File: config.mk
export PLATFORM = sky130hd
export DESIGN_NAME = mmio_cr_gpio_flat
export DESIGN_NICKNAME = d
export VERILOG_FILES = /design/src/rtl/mmio_cr_gpio_pkg.sv /design/src/rtl/mmio_cr_gpio_if.sv /design/src/rtl/mmio_cr_gpio_debounce.sv /design/src/rtl/mmio_cr_gpio.sv /design/src/flat_wrapper.sv
export SDC_FILE = /design/constraint.sdc
export NUM_CORES = 2
export LEC_CHECK = 0
export BUFFER_PORTS_ARGS = -buffer_cell sky130_fd_sc_hd__buf_2
export CAP_MARGIN = 40
export CORE_ASPECT_RATIO = 0.75
export CORE_MARGIN = 10
export CORE_UTILIZATION = 60
export CTS_CLUSTER_SIZE = 14
export DETAILED_ROUTE_END_ITERATION = 8
export MAX_ROUTING_LAYER = met4
export PLACE_DENSITY_LB_ADDON = 0.08
export SYNTH_ARGS = -nofsm -noshare
export SYNTH_HDL_FRONTEND = slang
export SYNTH_SLANG_ARGS = --single-unit
File: constraint.sdc
create_clock -name QClk -period 6.96 [get_ports QClk]
set_input_delay 1.392 -clock QClk [delete_from_list [all_inputs] [get_ports QClk]]
set_output_delay 1.392 -clock QClk [all_outputs]
set_load 0.05 [all_outputs]
File: src/rtl/mmio_cr_gpio_pkg.sv
// Shared definitions for the control-register GPIO block: opcode type,
// control-region decode constants and register offsets.
package lotr_pkg;

  typedef enum logic [1:0] {
    RD     = 2'd0,
    WR     = 2'd1,
    RD_RSP = 2'd2
  } t_opcode;

  // Requests whose address[MSB_REGION:LSB_REGION] equals CR_REGION belong to us.
  localparam int MSB_REGION = 31;
  localparam int LSB_REGION = 20;
  localparam logic [MSB_REGION-LSB_REGION:0] CR_REGION = 12'h0C2;

  // Register offsets within the region (address[19:0]).
  localparam logic [19:0] CR_GPIO_SEG7_BASE    = 20'h00000;
  localparam logic [19:0] CR_GPIO_LED          = 20'h00100;
  localparam logic [19:0] CR_GPIO_IN_SYNC      = 20'h00104;
  localparam logic [19:0] CR_GPIO_IN_DEB       = 20'h00108;
  localparam logic [19:0] CR_GPIO_RISE         = 20'h0010C;
  localparam logic [19:0] CR_GPIO_FALL         = 20'h00110;
  localparam logic [19:0] CR_GPIO_IRQ_MASK     = 20'h00114;
  localparam logic [19:0] CR_GPIO_ALL_PC_RESET = 20'h00118;
  localparam logic [19:0] CR_GPIO_DB_THRESH    = 20'h0011C;

  // True when a byte address falls inside the control-register region.
  function automatic logic cr_region_hit(input logic [31:0] addr);
    return (addr[MSB_REGION:LSB_REGION] == CR_REGION);
  endfunction

endpackage

File: src/rtl/mmio_cr_gpio_if.sv
// Request/response bus between the fabric (master) and the GPIO block (slave).
interface mmio_cr_gpio_if;
  import lotr_pkg::*;

  logic        F2C_ReqValidQ502H;
  t_opcode     F2C_ReqOpcodeQ502H;
  logic [31:0] F2C_ReqAddressQ502H;
  logic [31:0] F2C_ReqDataQ502H;
  logic        F2C_RspValidQ500H;
  t_opcode     F2C_RspOpcodeQ500H;
  logic [31:0] F2C_RspAddressQ500H;
  logic [31:0] F2C_RspDataQ500H;

  modport master (
    output F2C_ReqValidQ502H, F2C_ReqOpcodeQ502H, F2C_ReqAddressQ502H, F2C_ReqDataQ502H,
    input  F2C_RspValidQ500H, F2C_RspOpcodeQ500H, F2C_RspAddressQ500H, F2C_RspDataQ500H
  );

  modport slave (
    input  F2C_ReqValidQ502H, F2C_ReqOpcodeQ502H, F2C_ReqAddressQ502H, F2C_ReqDataQ502H,
    output F2C_RspValidQ500H, F2C_RspOpcodeQ500H, F2C_RspAddressQ500H, F2C_RspDataQ500H
  );

endinterface

File: src/rtl/mmio_cr_gpio_debounce.sv
// One input bit: 2-flop synchronizer, saturating-counter debouncer and
// edge detector. A zero threshold turns the debouncer into a plain 1-cycle delay.
module gpio_debounce #(
  parameter int DB_W = 16
) (
  input  logic            QClk,
  input  logic            RstQnnnH,
  input  logic            async_in,
  input  logic [DB_W-1:0] db_thresh,
  output logic            in_sync,
  output logic            in_deb,
  output logic            rise,
  output logic            fall
);

  logic            sync1_r;
  logic            sync2_r;
  logic            deb_r;
  logic            rise_r;
  logic            fall_r;
  logic [DB_W-1:0] cnt_r;
  logic [DB_W-1:0] cnt_inc_s;
  logic [DB_W-1:0] cnt_next_s;
  logic            deb_next_s;

  // Saturating increment so a long mismatch never wraps the counter.
  always_comb begin
    cnt_inc_s = cnt_r;
    if (cnt_r == {DB_W{1'b1}}) begin
      cnt_inc_s = cnt_r;
    end else begin
      cnt_inc_s = cnt_r + DB_W'(1'b1);
    end
  end

  // Next debounced level and counter value.
  always_comb begin
    deb_next_s = deb_r;
    cnt_next_s = cnt_r;
    if (db_thresh == {DB_W{1'b0}}) begin
      deb_next_s = sync2_r;
      cnt_next_s = {DB_W{1'b0}};
    end else if (sync2_r == deb_r) begin
      deb_next_s = deb_r;
      cnt_next_s = {DB_W{1'b0}};
    end else if (cnt_inc_s >= db_thresh) begin
      deb_next_s = sync2_r;
      cnt_next_s = {DB_W{1'b0}};
    end else begin
      deb_next_s = deb_r;
      cnt_next_s = cnt_inc_s;
    end
  end

  // Synchronizer, debounce state and registered edge pulses.
  always_ff @(posedge QClk) begin
    if (RstQnnnH) begin
      sync1_r <= 1'b0;
      sync2_r <= 1'b0;
      deb_r   <= 1'b0;
      cnt_r   <= {DB_W{1'b0}};
      rise_r  <= 1'b0;
      fall_r  <= 1'b0;
    end else begin
      sync1_r <= async_in;
      sync2_r <= sync1_r;
      deb_r   <= deb_next_s;
      cnt_r   <= cnt_next_s;
      rise_r  <= deb_next_s & ~deb_r;
      fall_r  <= ~deb_next_s & deb_r;
    end
  end

  assign in_sync = sync2_r;
  assign in_deb  = deb_r;
  assign rise    = rise_r;
  assign fall    = fall_r;

endmodule

File: src/rtl/mmio_cr_gpio.sv
// Control-register GPIO block: seven-segment, LED and core-reset registers,
// debounced inputs with sticky edge status and a masked interrupt. Requests
// flow through a fixed 3-stage pipeline (503, 504, 500) so every claimed
// request gets exactly one response three cycles later.
module mmio_cr_gpio
  import lotr_pkg::*;
#(
  parameter int N_SEG7 = 6,
  parameter int LED_W  = 10,
  parameter int IN_W   = 16,
  parameter int DB_W   = 16
) (
  input  logic                QClk,
  input  logic                RstQnnnH,
  mmio_cr_gpio_if.slave       f2c,
  input  logic [IN_W-1:0]     GpioIn,
  output logic [N_SEG7*8-1:0] SEG7,
  output logic [LED_W-1:0]    LED,
  output logic                ALL_PC_RESET,
  output logic                IrqOut
);

  // Pipeline state
  logic        v503_r;
  t_opcode     op503_r;
  logic [31:0] addr503_r;
  logic [31:0] wdata503_r;
  logic        v504_r;
  logic [31:0] addr504_r;
  logic [31:0] rdata504_r;
  logic        rsp_v_r;
  logic [31:0] rsp_addr_r;
  logic [31:0] rsp_data_r;

  // Architectural registers
  logic [7:0]      seg_r [N_SEG7];
  logic [LED_W-1:0] led_r;
  logic [IN_W-1:0]  mask_r;
  logic [IN_W-1:0]  rise_r;
  logic [IN_W-1:0]  fall_r;
  logic             apcr_r;
  logic [DB_W-1:0]  thresh_r;

  // Registered outputs
  logic [N_SEG7*8-1:0] seg_out_r;
  logic [LED_W-1:0]    led_out_r;
  logic                apcr_out_r;
  logic                irq_r;

  // Per-bit input datapath
  logic [IN_W-1:0] in_sync_s;
  logic [IN_W-1:0] in_deb_s;
  logic [IN_W-1:0] rise_ev_s;
  logic [IN_W-1:0] fall_ev_s;

  // Decode of the request sitting in stage 503
  logic            claim_s;
  logic [19:0]     off_s;
  logic [2:0]      seg_idx_s;
  logic            seg_hit_s;
  logic            wr_s;
  logic            rd_s;
  logic [31:0]     rd_mux_s;
  logic [IN_W-1:0] rise_clr_s;
  logic [IN_W-1:0] fall_clr_s;

  assign claim_s   = f2c.F2C_ReqValidQ502H && cr_region_hit(f2c.F2C_ReqAddressQ502H);
  assign off_s     = addr503_r[19:0];
  assign seg_idx_s = off_s[4:2];
  assign wr_s      = v503_r && (op503_r == WR);
  assign rd_s      = v503_r && (op503_r == RD);

  // A SEG7 offset is word-aligned, below 0x20 and names an existing digit.
  always_comb begin
    seg_hit_s = 1'b0;
    if ((off_s[19:5] == 15'd0) && (off_s[1:0] == 2'd0) && (int'(seg_idx_s) < N_SEG7)) begin
      seg_hit_s = 1'b1;
    end else begin
      seg_hit_s = 1'b0;
    end
  end

  // Read mux; unmapped offsets and bits above a register's width read 0.
  always_comb begin
    rd_mux_s = 32'd0;
    if (seg_hit_s) begin
      rd_mux_s[7:0] = seg_r[seg_idx_s];
    end else begin
      case (off_s)
        CR_GPIO_LED:          rd_mux_s[LED_W-1:0] = led_r;
        CR_GPIO_IN_SYNC:      rd_mux_s[IN_W-1:0]  = in_sync_s;
        CR_GPIO_IN_DEB:       rd_mux_s[IN_W-1:0]  = in_deb_s;
        CR_GPIO_RISE:         rd_mux_s[IN_W-1:0]  = rise_r;
        CR_GPIO_FALL:         rd_mux_s[IN_W-1:0]  = fall_r;
        CR_GPIO_IRQ_MASK:     rd_mux_s[IN_W-1:0]  = mask_r;
        CR_GPIO_ALL_PC_RESET: rd_mux_s[0]         = apcr_r;
        CR_GPIO_DB_THRESH:    rd_mux_s[DB_W-1:0]  = thresh_r;
        default:              rd_mux_s            = 32'd0;
      endcase
    end
  end

  // Write-one-to-clear masks for the sticky edge status.
  always_comb begin
    rise_clr_s = {IN_W{1'b0}};
    fall_clr_s = {IN_W{1'b0}};
    if (wr_s && (off_s == CR_GPIO_RISE)) begin
      rise_clr_s = wdata503_r[IN_W-1:0];
    end else begin
      rise_clr_s = {IN_W{1'b0}};
    end
    if (wr_s && (off_s == CR_GPIO_FALL)) begin
      fall_clr_s = wdata503_r[IN_W-1:0];
    end else begin
      fall_clr_s = {IN_W{1'b0}};
    end
  end

  // Request pipeline 502 -> 503 -> 504 -> 500; read data is captured from
  // the registers before the same edge applies any write.
  always_ff @(posedge QClk) begin
    if (RstQnnnH) begin
      v503_r     <= 1'b0;
      op503_r    <= RD;
      addr503_r  <= 32'd0;
      wdata503_r <= 32'd0;
      v504_r     <= 1'b0;
      addr504_r  <= 32'd0;
      rdata504_r <= 32'd0;
      rsp_v_r    <= 1'b0;
      rsp_addr_r <= 32'd0;
      rsp_data_r <= 32'd0;
    end else begin
      v503_r     <= claim_s;
      op503_r    <= f2c.F2C_ReqOpcodeQ502H;
      addr503_r  <= f2c.F2C_ReqAddressQ502H;
      wdata503_r <= f2c.F2C_ReqDataQ502H;
      v504_r     <= v503_r;
      addr504_r  <= addr503_r;
      rdata504_r <= rd_s ? rd_mux_s : 32'd0;
      rsp_v_r    <= v504_r;
      rsp_addr_r <= addr504_r;
      rsp_data_r <= rdata504_r;
    end
  end

  // Register file updates at the 503->504 edge; an edge event beats a
  // simultaneous clear so no event is lost.
  always_ff @(posedge QClk) begin
    if (RstQnnnH) begin
      for (int i = 0; i < N_SEG7; i++) begin
        seg_r[i] <= 8'd0;
      end
      led_r    <= {LED_W{1'b0}};
      mask_r   <= {IN_W{1'b0}};
      rise_r   <= {IN_W{1'b0}};
      fall_r   <= {IN_W{1'b0}};
      apcr_r   <= 1'b0;
      thresh_r <= {DB_W{1'b1}};
    end else begin
      if (wr_s && seg_hit_s) begin
        seg_r[seg_idx_s] <= wdata503_r[7:0];
      end
      if (wr_s && (off_s == CR_GPIO_LED)) begin
        led_r <= wdata503_r[LED_W-1:0];
      end
      if (wr_s && (off_s == CR_GPIO_IRQ_MASK)) begin
        mask_r <= wdata503_r[IN_W-1:0];
      end
      if (wr_s && (off_s == CR_GPIO_ALL_PC_RESET)) begin
        apcr_r <= wdata503_r[0];
      end
      if (wr_s && (off_s == CR_GPIO_DB_THRESH)) begin
        thresh_r <= wdata503_r[DB_W-1:0];
      end
      rise_r <= (rise_r & ~rise_clr_s) | rise_ev_s;
      fall_r <= (fall_r & ~fall_clr_s) | fall_ev_s;
    end
  end

  // Output copies of the registers and the masked interrupt summary.
  always_ff @(posedge QClk) begin
    if (RstQnnnH) begin
      seg_out_r  <= {(N_SEG7*8){1'b0}};
      led_out_r  <= {LED_W{1'b0}};
      apcr_out_r <= 1'b0;
      irq_r      <= 1'b0;
    end else begin
      for (int i = 0; i < N_SEG7; i++) begin
        seg_out_r[8*i +: 8] <= seg_r[i];
      end
      led_out_r  <= led_r;
      apcr_out_r <= apcr_r;
      irq_r      <= |((rise_r | fall_r) & mask_r);
    end
  end

  for (genvar b = 0; b < IN_W; b++) begin : g_bit
    gpio_debounce #(
      .DB_W(DB_W)
    ) u_db (
      .QClk      (QClk),
      .RstQnnnH  (RstQnnnH),
      .async_in  (GpioIn[b]),
      .db_thresh (thresh_r),
      .in_sync   (in_sync_s[b]),
      .in_deb    (in_deb_s[b]),
      .rise      (rise_ev_s[b]),
      .fall      (fall_ev_s[b])
    );
  end

  assign f2c.F2C_RspValidQ500H   = rsp_v_r;
  assign f2c.F2C_RspOpcodeQ500H  = RD_RSP;
  assign f2c.F2C_RspAddressQ500H = rsp_addr_r;
  assign f2c.F2C_RspDataQ500H    = rsp_data_r;

  assign SEG7         = seg_out_r;
  assign LED          = led_out_r;
  assign ALL_PC_RESET = apcr_out_r;
  assign IrqOut       = irq_r;

endmodule

File: src/flat_wrapper.sv
// flat-port wrapper written by rule: the top's interface ports become plain ports
module mmio_cr_gpio_flat import lotr_pkg::*;
#(
  parameter int N_SEG7 = 6,
  parameter int LED_W  = 10,
  parameter int IN_W   = 16,
  parameter int DB_W   = 16
)
  (QClk, RstQnnnH, GpioIn, SEG7, LED, ALL_PC_RESET, IrqOut, f2c_F2C_ReqValidQ502H, f2c_F2C_ReqOpcodeQ502H, f2c_F2C_ReqAddressQ502H, f2c_F2C_ReqDataQ502H, f2c_F2C_RspValidQ500H, f2c_F2C_RspOpcodeQ500H, f2c_F2C_RspAddressQ500H, f2c_F2C_RspDataQ500H);
  mmio_cr_gpio_if f2c_i ();
  input  logic QClk;
  input  logic RstQnnnH;
  input  logic [IN_W-1:0] GpioIn;
  output logic [N_SEG7*8-1:0] SEG7;
  output logic [LED_W-1:0] LED;
  output logic ALL_PC_RESET;
  output logic IrqOut;
  input wire logic [$bits(f2c_i.F2C_ReqValidQ502H)-1:0] f2c_F2C_ReqValidQ502H;
  input wire logic [$bits(f2c_i.F2C_ReqOpcodeQ502H)-1:0] f2c_F2C_ReqOpcodeQ502H;
  input wire logic [$bits(f2c_i.F2C_ReqAddressQ502H)-1:0] f2c_F2C_ReqAddressQ502H;
  input wire logic [$bits(f2c_i.F2C_ReqDataQ502H)-1:0] f2c_F2C_ReqDataQ502H;
  output wire logic [$bits(f2c_i.F2C_RspValidQ500H)-1:0] f2c_F2C_RspValidQ500H;
  output wire logic [$bits(f2c_i.F2C_RspOpcodeQ500H)-1:0] f2c_F2C_RspOpcodeQ500H;
  output wire logic [$bits(f2c_i.F2C_RspAddressQ500H)-1:0] f2c_F2C_RspAddressQ500H;
  output wire logic [$bits(f2c_i.F2C_RspDataQ500H)-1:0] f2c_F2C_RspDataQ500H;
  assign f2c_i.F2C_ReqValidQ502H = f2c_F2C_ReqValidQ502H;
  assign f2c_i.F2C_ReqOpcodeQ502H = f2c_F2C_ReqOpcodeQ502H;
  assign f2c_i.F2C_ReqAddressQ502H = f2c_F2C_ReqAddressQ502H;
  assign f2c_i.F2C_ReqDataQ502H = f2c_F2C_ReqDataQ502H;
  assign f2c_F2C_RspValidQ500H = f2c_i.F2C_RspValidQ500H;
  assign f2c_F2C_RspOpcodeQ500H = f2c_i.F2C_RspOpcodeQ500H;
  assign f2c_F2C_RspAddressQ500H = f2c_i.F2C_RspAddressQ500H;
  assign f2c_F2C_RspDataQ500H = f2c_i.F2C_RspDataQ500H;
  mmio_cr_gpio #(.N_SEG7(N_SEG7), .LED_W(LED_W), .IN_W(IN_W), .DB_W(DB_W)) u_core (.QClk(QClk), .RstQnnnH(RstQnnnH), .f2c(f2c_i), .GpioIn(GpioIn), .SEG7(SEG7), .LED(LED), .ALL_PC_RESET(ALL_PC_RESET), .IrqOut(IrqOut));
endmodule
# --- Yosys cells after proc, flatten, opt, wreduce, memory -nomap -nowiden ---
# Memory sizes are Yosys's and may differ from the RTL's. A register that Yosys moved wholly into a read port is not among the register bits.
# Cells that the tools add are included.
totals:
  mem_bits_rw: 48
  mem_count: 1
  word_cells: 381
  latch_bits: 0
  romBits: 0
  in_bits: 85
  reg_bits: 604
  out_inout_bits: 127
classes:
  n_reduce_logical: 36
  muxes: 80
  eq_ne: 42
  div_mod_pow: 0
  n_shift: 0
  n_addsub: 16
  mul: 0
  bitwise_logic: 73
  n_lt_le_gt_ge: 17
mem_list:
  columns: ["name", "depth", "width", "read_ports", "rd_ports_with_merged_regs", "wr", "line_no", "text"]
  rows:
  - ["u_core.seg_r", 6, 8, 7, 7, 6, "mmio_cr_gpio.sv:36", "logic [7:0] seg_r [N_SEG7];"]
ops:
  columns: ["op", "count"]
  rows:
  - ["$mux 16", 18]
  - ["$add 16x1->16 const B", 16]
  - ["$eq 16x16->1 const B", 16]
  - ["$ge 16x16->1", 16]
  - ["$eq 20x9->1 const B", 8]
  - ["$reduce_or 4->1", 16]
  - ["$pmux 9 s7", 1]
  - ["$mux 1", 55]
  - ["$and 16x16->16", 3]
  - ["$or 16x16->16", 3]
  - ["$pmux 6 s6", 1]
  - ["$not 1->1", 33]
  - ["$and 1x1->1", 32]
  - ["$not 16->16", 2]
  - ["$eq 1x1->1", 16]
  - ["$logic_not 16->1", 1]
  - ["$mux 8", 2]
  - ["$reduce_or 16->1", 1]
  - ["$logic_not 15->1", 1]
  - ["$eq 12x8->1 const B", 1]
  - ["$logic_and 1x1->1", 12]
  - ["$pmux 1 s8", 1]
  - ["$reduce_or 8->1", 1]
  - ["$mux 3", 2]
  - ["other kinds (5)", 6]

# --- Depth between registers and ports, before layout ---
logic_depth:
  ltp_word: 10
  ltp_mapped: 15
  mapped_depth_nobuf: 12

# --- Hierarchy ---
# Synthesis repeated with hierarchy kept, for this count alone.
unflattened:
  hier_cells: 3813
  hier_area_um2: 35735.5
by_module_without_submodules:
  columns: ["module", "seq_area_each_um2", "cells_each", "area_per_inst_um2", "instances"]
  rows:
  - ["gpio_debounce", 420.4, 168, 1452.6, 16]
  - ["mmio_cr_gpio", 7547.2, 1125, 12493.2, 1]

# --- Worst setup path before layout ---
# No wires, ideal clock.
synth_timing:
  kind: "register to register"
  startpoint: "register u_core.g_bit[3].u_db.cnt_r[0]"
  endpoint: "register u_core.g_bit[3].u_db.cnt_r[13]"
  path_buffers: 1
  setup_time_ps: 146
  slack_ps: 3498
  arrival_time_ps: 3316
  synth_period_minus_slack_ps: 3462
  required_time_ps: 6814
  stages_incl_launch_ff: 14
  cell_sequence: "dfxtp_1 -> ha_1 -> nand2_1 -> nor3_1 -> and4_1 -> mux2i_1 -> inv_1 -> ha_1 -> nand4_1 -> or3_1 -> a2111oi_0 -> nand4bb_2 -> buf_2 -> a311oi_1"
synth_via:
  elab_chain_cells: 4
  word_cells_on_any_way: 5
  classes_between: "1 x add/sub; 1 x order compare; 1 x eq/ne; 1 x mux; 1 x reduce/logical"
synth_rtl:
  columns: ["item", "line_no", "text"]
  rows:
  - ["from (decl)", "mmio_cr_gpio_debounce.sv:21", "logic [DB_W-1:0] cnt_r;"]
  - ["from (signal assigned)", "mmio_cr_gpio_debounce.sv:61", "cnt_r <= {DB_W{1'b0}};"]
  - ["from (signal assigned)", "mmio_cr_gpio_debounce.sv:68", "cnt_r <= cnt_next_s;"]
  - ["$add 16x1->16 / $eq 16x16->1 (equally long branches)", "mmio_cr_gpio_debounce.sv:32, mmio_cr_gpio_debounce.sv:29", null]
  - ["$mux 16 (*)", "mmio_cr_gpio_debounce.sv:29", "if (cnt_r == {DB_W{1'b1}}) begin"]
  - ["named net u_core.g_bit[3].u_db.cnt_inc_s[14]", "mmio_cr_gpio_debounce.sv:22", "logic [DB_W-1:0] cnt_inc_s;"]
  - ["$ge 16x16->1 (*)", "mmio_cr_gpio_debounce.sv:46", "end else if (cnt_inc_s >= db_thresh) begin"]
  - ["$reduce_or 4->1 (no source line) (*)", null, null]
# Mark *: on every way through the listed nets, which the timed path passes. The rest lies on a longest branch.
# A chain may end at the register's enable or synchronous reset.

# --- Worst setup path after layout ---
layout_timing:
  startpoint: "register u_core.g_bit[3].u_db.cnt_r[0]"
  endpoint: "register u_core.g_bit[3].u_db.cnt_r[13]"
layout_via:
  elab_chain_cells: 4
  word_cells_on_any_way: 5
  classes_between: "1 x add/sub; 1 x order compare; 1 x eq/ne; 1 x mux; 1 x reduce/logical"
layout_rtl:
  columns: ["item", "line_no"]
  rows:
  - ["$add 16x1->16 / $eq 16x16->1 (equally long branches)", "mmio_cr_gpio_debounce.sv:32, mmio_cr_gpio_debounce.sv:29"]
  - ["$mux 16 (*)", "mmio_cr_gpio_debounce.sv:29"]
  - ["$ge 16x16->1", "mmio_cr_gpio_debounce.sv:46"]
  - ["$reduce_or 4->1 (no source line)", null]
# Every way passes the cells marked *; elsewhere a longest branch is shown, timed or not.

==> key figures <==
Worst setup path
  • Crit path max fanout: 16
  • Worst Setup End Kind: flip-flop
  • CP max-delay cell: nor3_1
  • Top Family by Delay on Critical Path: simple AND/OR/NAND/NOR gates
  • Crit path DAT: 5.06 ns
  • Crit path buf inv count: 0
  • Max incr delay on CP: 0.71 ns
  • Worst EP required: about 7.5 ns
  • CP startpoint kind: flip-flop
  • Worst path depth: 11
  • Critical path, cell by cell: ha_1, nand2_1, nor3_1, nand2_1, xnor2_1, ha_1, nand2b_1, a2111oi_0, a2111oi_0, nand4bb_2, a311oi_1
  • FF-to-FF path depth: 11
  • WS Path Type: flip-flop to flip-flop

Placed design
  • GPL Wtd Cong: between 0.9 and 1
  • Dpl cells: between 4,000 and 5,000
  • I/O Buffers: between 150 and 200
  • Post-Place Setup Slack: between 2 and 3 ns
  • DP Wirelength: 66,600 um

CTS
  • Post-CTS setup buffers: 0
  • CTS Hold Bufs: 0
  • CTS clk-pin slew, worst paths: 0.06 ns
  • CTS tree: done
  • TritonCTS buffer count: slightly below 70
  • H-tree Lvls: 3
  • Root Driver: clkbuf_16
  • Clock latency on the worst-skew pair: about 0.62 ns
  • CTS Buffer Depth: 3
  • Clock sink count: 684
  • Cts repair resizes: 0

STA
  • Sum Neg Setup Slack: 0 ns
  • Final worst clock skew: about 0.023 ns
  • Measured slew at the worst slew-check pin: approximately 0.94 ns
  • Tmin final: ~4.5 ns
  • Slew Viols, Final: 0
  • Final Hold Fails: 0
  • Final critical-path share of the clock period: 0.653
  • RSZ-0062 raised after global routing: false
  • Final setup fails: 0
  • Peak Freq: about 0.22 GHz
  • Final worst slack: about 2.4 ns
  • Slew headroom: 0.375

Global routing
  • Global-route wire length before repair: approximately 150,000 um
  • Global router's overall resource usage: 0.282
  • Largest net degree at the start of global routing: 81
  • Vias in the first global route: around 26,000
  • Initial antenna violation count: 2
  • Grt total ovfl: 0

Layout
  • Layout cells sized above 1: 0.121
  • Area growth, synth to finish: 11.4%
  • Final Core Density: 0.675
  • Post-route insts no fill: 4,452
  • Fill cell total of the finished layout: around 4,400
  • Nets@finish: around 4,000

Pwr
  • LEAKAGE: ~17 nW
  • Post-layout power: between 0.008 and 0.009 W
  • Pwr dens: around 220 nW/um^2
  • VDD IR-drop max: between 200 and 250 uV

Synth
  • Sequential-to-total area share from yosys stat: 0.423
  • Async SR Flop Fraction: 0
  • Synth warnings: 0
  • Largest area contributor in the netlist: dfxtp_1
  • EDFF count, synth: 64
  • Mapped cell area: 33,900 sq um
  • Top_reg_cell synth: dfxtp_1
  • Yosys cell types: 86
  • Yosys top cell area share: 0.366
  • Syn Area/Cell: ~9.7 sq um
  • Register bit total from synthesis: approximately 700
  • Largest cells by area after synthesis: dfxtp_1 (37%), ha_1 (10%), nor2b_1 (6.4%), edfxtp_1 (5.7%), xor2_1 (2.6%)
  • Post-Syn Instances: around 3,500

Route
  • Drc violations: 0
  • Antenna-violating nets left: 0
  • Drt pass-1 iters: 5
  • Detailed-route via count: 27,100
  • Vias per cell: 6.08
  • Wire length per cell: around 21 um
  • Wirelength, routed: about 94,000 um
  • First DRT Iteration DRCs: between 2,000 and 2,500

Floorplanning
  • Die area: approximately 66,000 sq um
  • Row count: 75
  • Die Y: around 230 um
  • Starting density of the core: 0.606
  • Core Box Area: between 50,000 and 60,000 sq um
  • Die span in x: 294 um
  • # IOs: around 210

Hold path
  • Hold path cells: 1
  • Hold Crit Class: flip-flop to flip-flop

Job
  • Max-cap violations: 0

Outcome
  • Status: finished, final reports clean
==> routing by layer <==
layer	vias to the layer above	GRT usage	part of all wire
met5	-	-	0
met4	0	0.101	0.034
met3	200	0.0448	0.074
met2	994	0.432	0.45
met1	13000	0.375	0.44
li1	12800	-	-
==> worst reg2reg max path, stage by stage, from the launching register on <==
cell	delay, ns
dfxtp_1	0.38
ha_1	0.24
nand2_1	0.18
nor3_1	0.71
nand2_1	0.32
xnor2_1	0.30
ha_1	0.26
nand2b_1	0.15
a2111oi_0	0.67
a2111oi_0	0.24
nand4bb_2	0.62
a311oi_1	0.39
==> flip-flops by register name, indices dropped and copies added (netlist names), 2 cells and up <==
signal,count
u_core.g_bit.u_db.cnt_r,256
u_core.seg_r,64
SEG7,48
u_core.addr503_r,32
u_core.addr504_r,32
u_core.f2c.F2C_RspAddressQ500H,32
u_core.f2c.F2C_RspDataQ500H,16
u_core.fall_r,16
u_core.g_bit.u_db.fall,16
u_core.g_bit.u_db.in_deb,16
u_core.g_bit.u_db.in_sync,16
u_core.g_bit.u_db.rise,16
u_core.g_bit.u_db.sync1_r,16
u_core.mask_r,16
u_core.rdata504_r,16
u_core.rise_r,16
u_core.thresh_r,16
u_core.wdata503_r,16
u_core.LED,10
u_core.led_r,10
u_core.op503_r,2
==> through the flow <==
stage,hold slack [ns],instance area (sq um)
5_1_grt,0.439,37700
4_1_cts,0.417,37700
3_3_place_gp,0.416,35400
3_5_place_dp,0.420,35400
2_1_floorplan,0.414,34000
6_report,0.416,37700
==> Yosys cell counts, drive strengths merged (8+ instances only) <==
| cell | n |
|---|---|
| o21ai | 101 |
| mux4 | 21 |
| inv | 101 |
| nor3 | 91 |
| buf | 61 |
| xor2 | 100 |
| dfxtp | 620 |
| nor4 | 34 |
| nor3b | 55 |
| nand4 | 80 |
| o211ai | 12 |
| mux2i | 75 |
| ha | 272 |
| clkbuf | 94 |
| a311oi | 20 |
| a22oi | 9 |
| o22ai | 8 |
| nand3 | 111 |
| mux2 | 43 |
| and2 | 52 |
| nand2 | 228 |
| nor2b | 347 |
| and4 | 46 |
| a21oi | 172 |
| a2111oi | 15 |
| xnor2 | 81 |
| nand2b | 22 |
| edfxtp | 64 |
| a31oi | 32 |
| or3 | 11 |
| a211oi | 38 |
| a32oi | 8 |
| nor4b | 50 |
| or4 | 8 |
| or2 | 9 |
| o21a | 36 |
| nor2 | 208 |
| and3 | 97 |
==> where the power goes <==
| part | total [W] | leakage [nW] | switching [W] | internal, W |
|---|---|---|---|---|
| clock network | 0.00380 | 1.12 | 0.00159 | 0.00221 |
| logic | 0.000308 | 9.67 | 0.000215 | 0.0000938 |
| registers | 0.00408 | 5.71 | 0.0000507 | 0.00403 |
==> worst paths after layout <==
check	endpoint	start	slack (ns)
max reg2reg	u_core.g_bit[3].u_db.cnt_r[13]	u_core.g_bit[3].u_db.cnt_r[0]	2.41
max	u_core.g_bit[3].u_db.cnt_r[13]	u_core.g_bit[3].u_db.cnt_r[0]	2.41
min	u_core.f2c.F2C_RspAddressQ500H[17]	u_core.addr504_r[17]	0.42
min reg2reg	u_core.f2c.F2C_RspAddressQ500H[17]	u_core.addr504_r[17]	0.42
==> cell type report <==
cell class                 instances  area (sq um)  area share
multi-input combinational       2596         18600       0.492
sequential                       684         14300       0.380
clock buffer                      98          1970      0.0521
timing repair buffer             219          1220      0.0324
tap                              731           915      0.0242
inverter                         101           379      0.0100
clock inverter                    22           335     0.00889
antenna                            1          2.50   0.0000663
==> kinds of logic after synthesis <==
| family | synth area share |
|---|---|
| adders and majority gates | 0.100 |
| muxes | 0.0504 |
| xor gates and xnor gates | 0.0468 |
| DFF | 0.423 |
| other | 0.000222 |
| AOI/OAI and AO/OA | 0.0953 |
| buffers and inverters | 0.0326 |
| and+or+nand+nor | 0.251 |
==> cells in the final DEF (no fill, tap or decap), types with 78 or more instances in the layout <==
cell     Yosys  routed
a21oi_1    172     172
and3_1      97      97
buf_2       33     178
dfxtp_1    620     617
ha_1       272     272
inv_1      101      99
nand2_1    228     228
nand3_1    110     110
nand4_1     78      78
nor2_1     208     208
nor2b_1    347     347
nor3_1      84      84
o21ai_0    101     101
xnor2_1     81      81
xor2_1     100     100
Power figures use the tool's default switching activity.
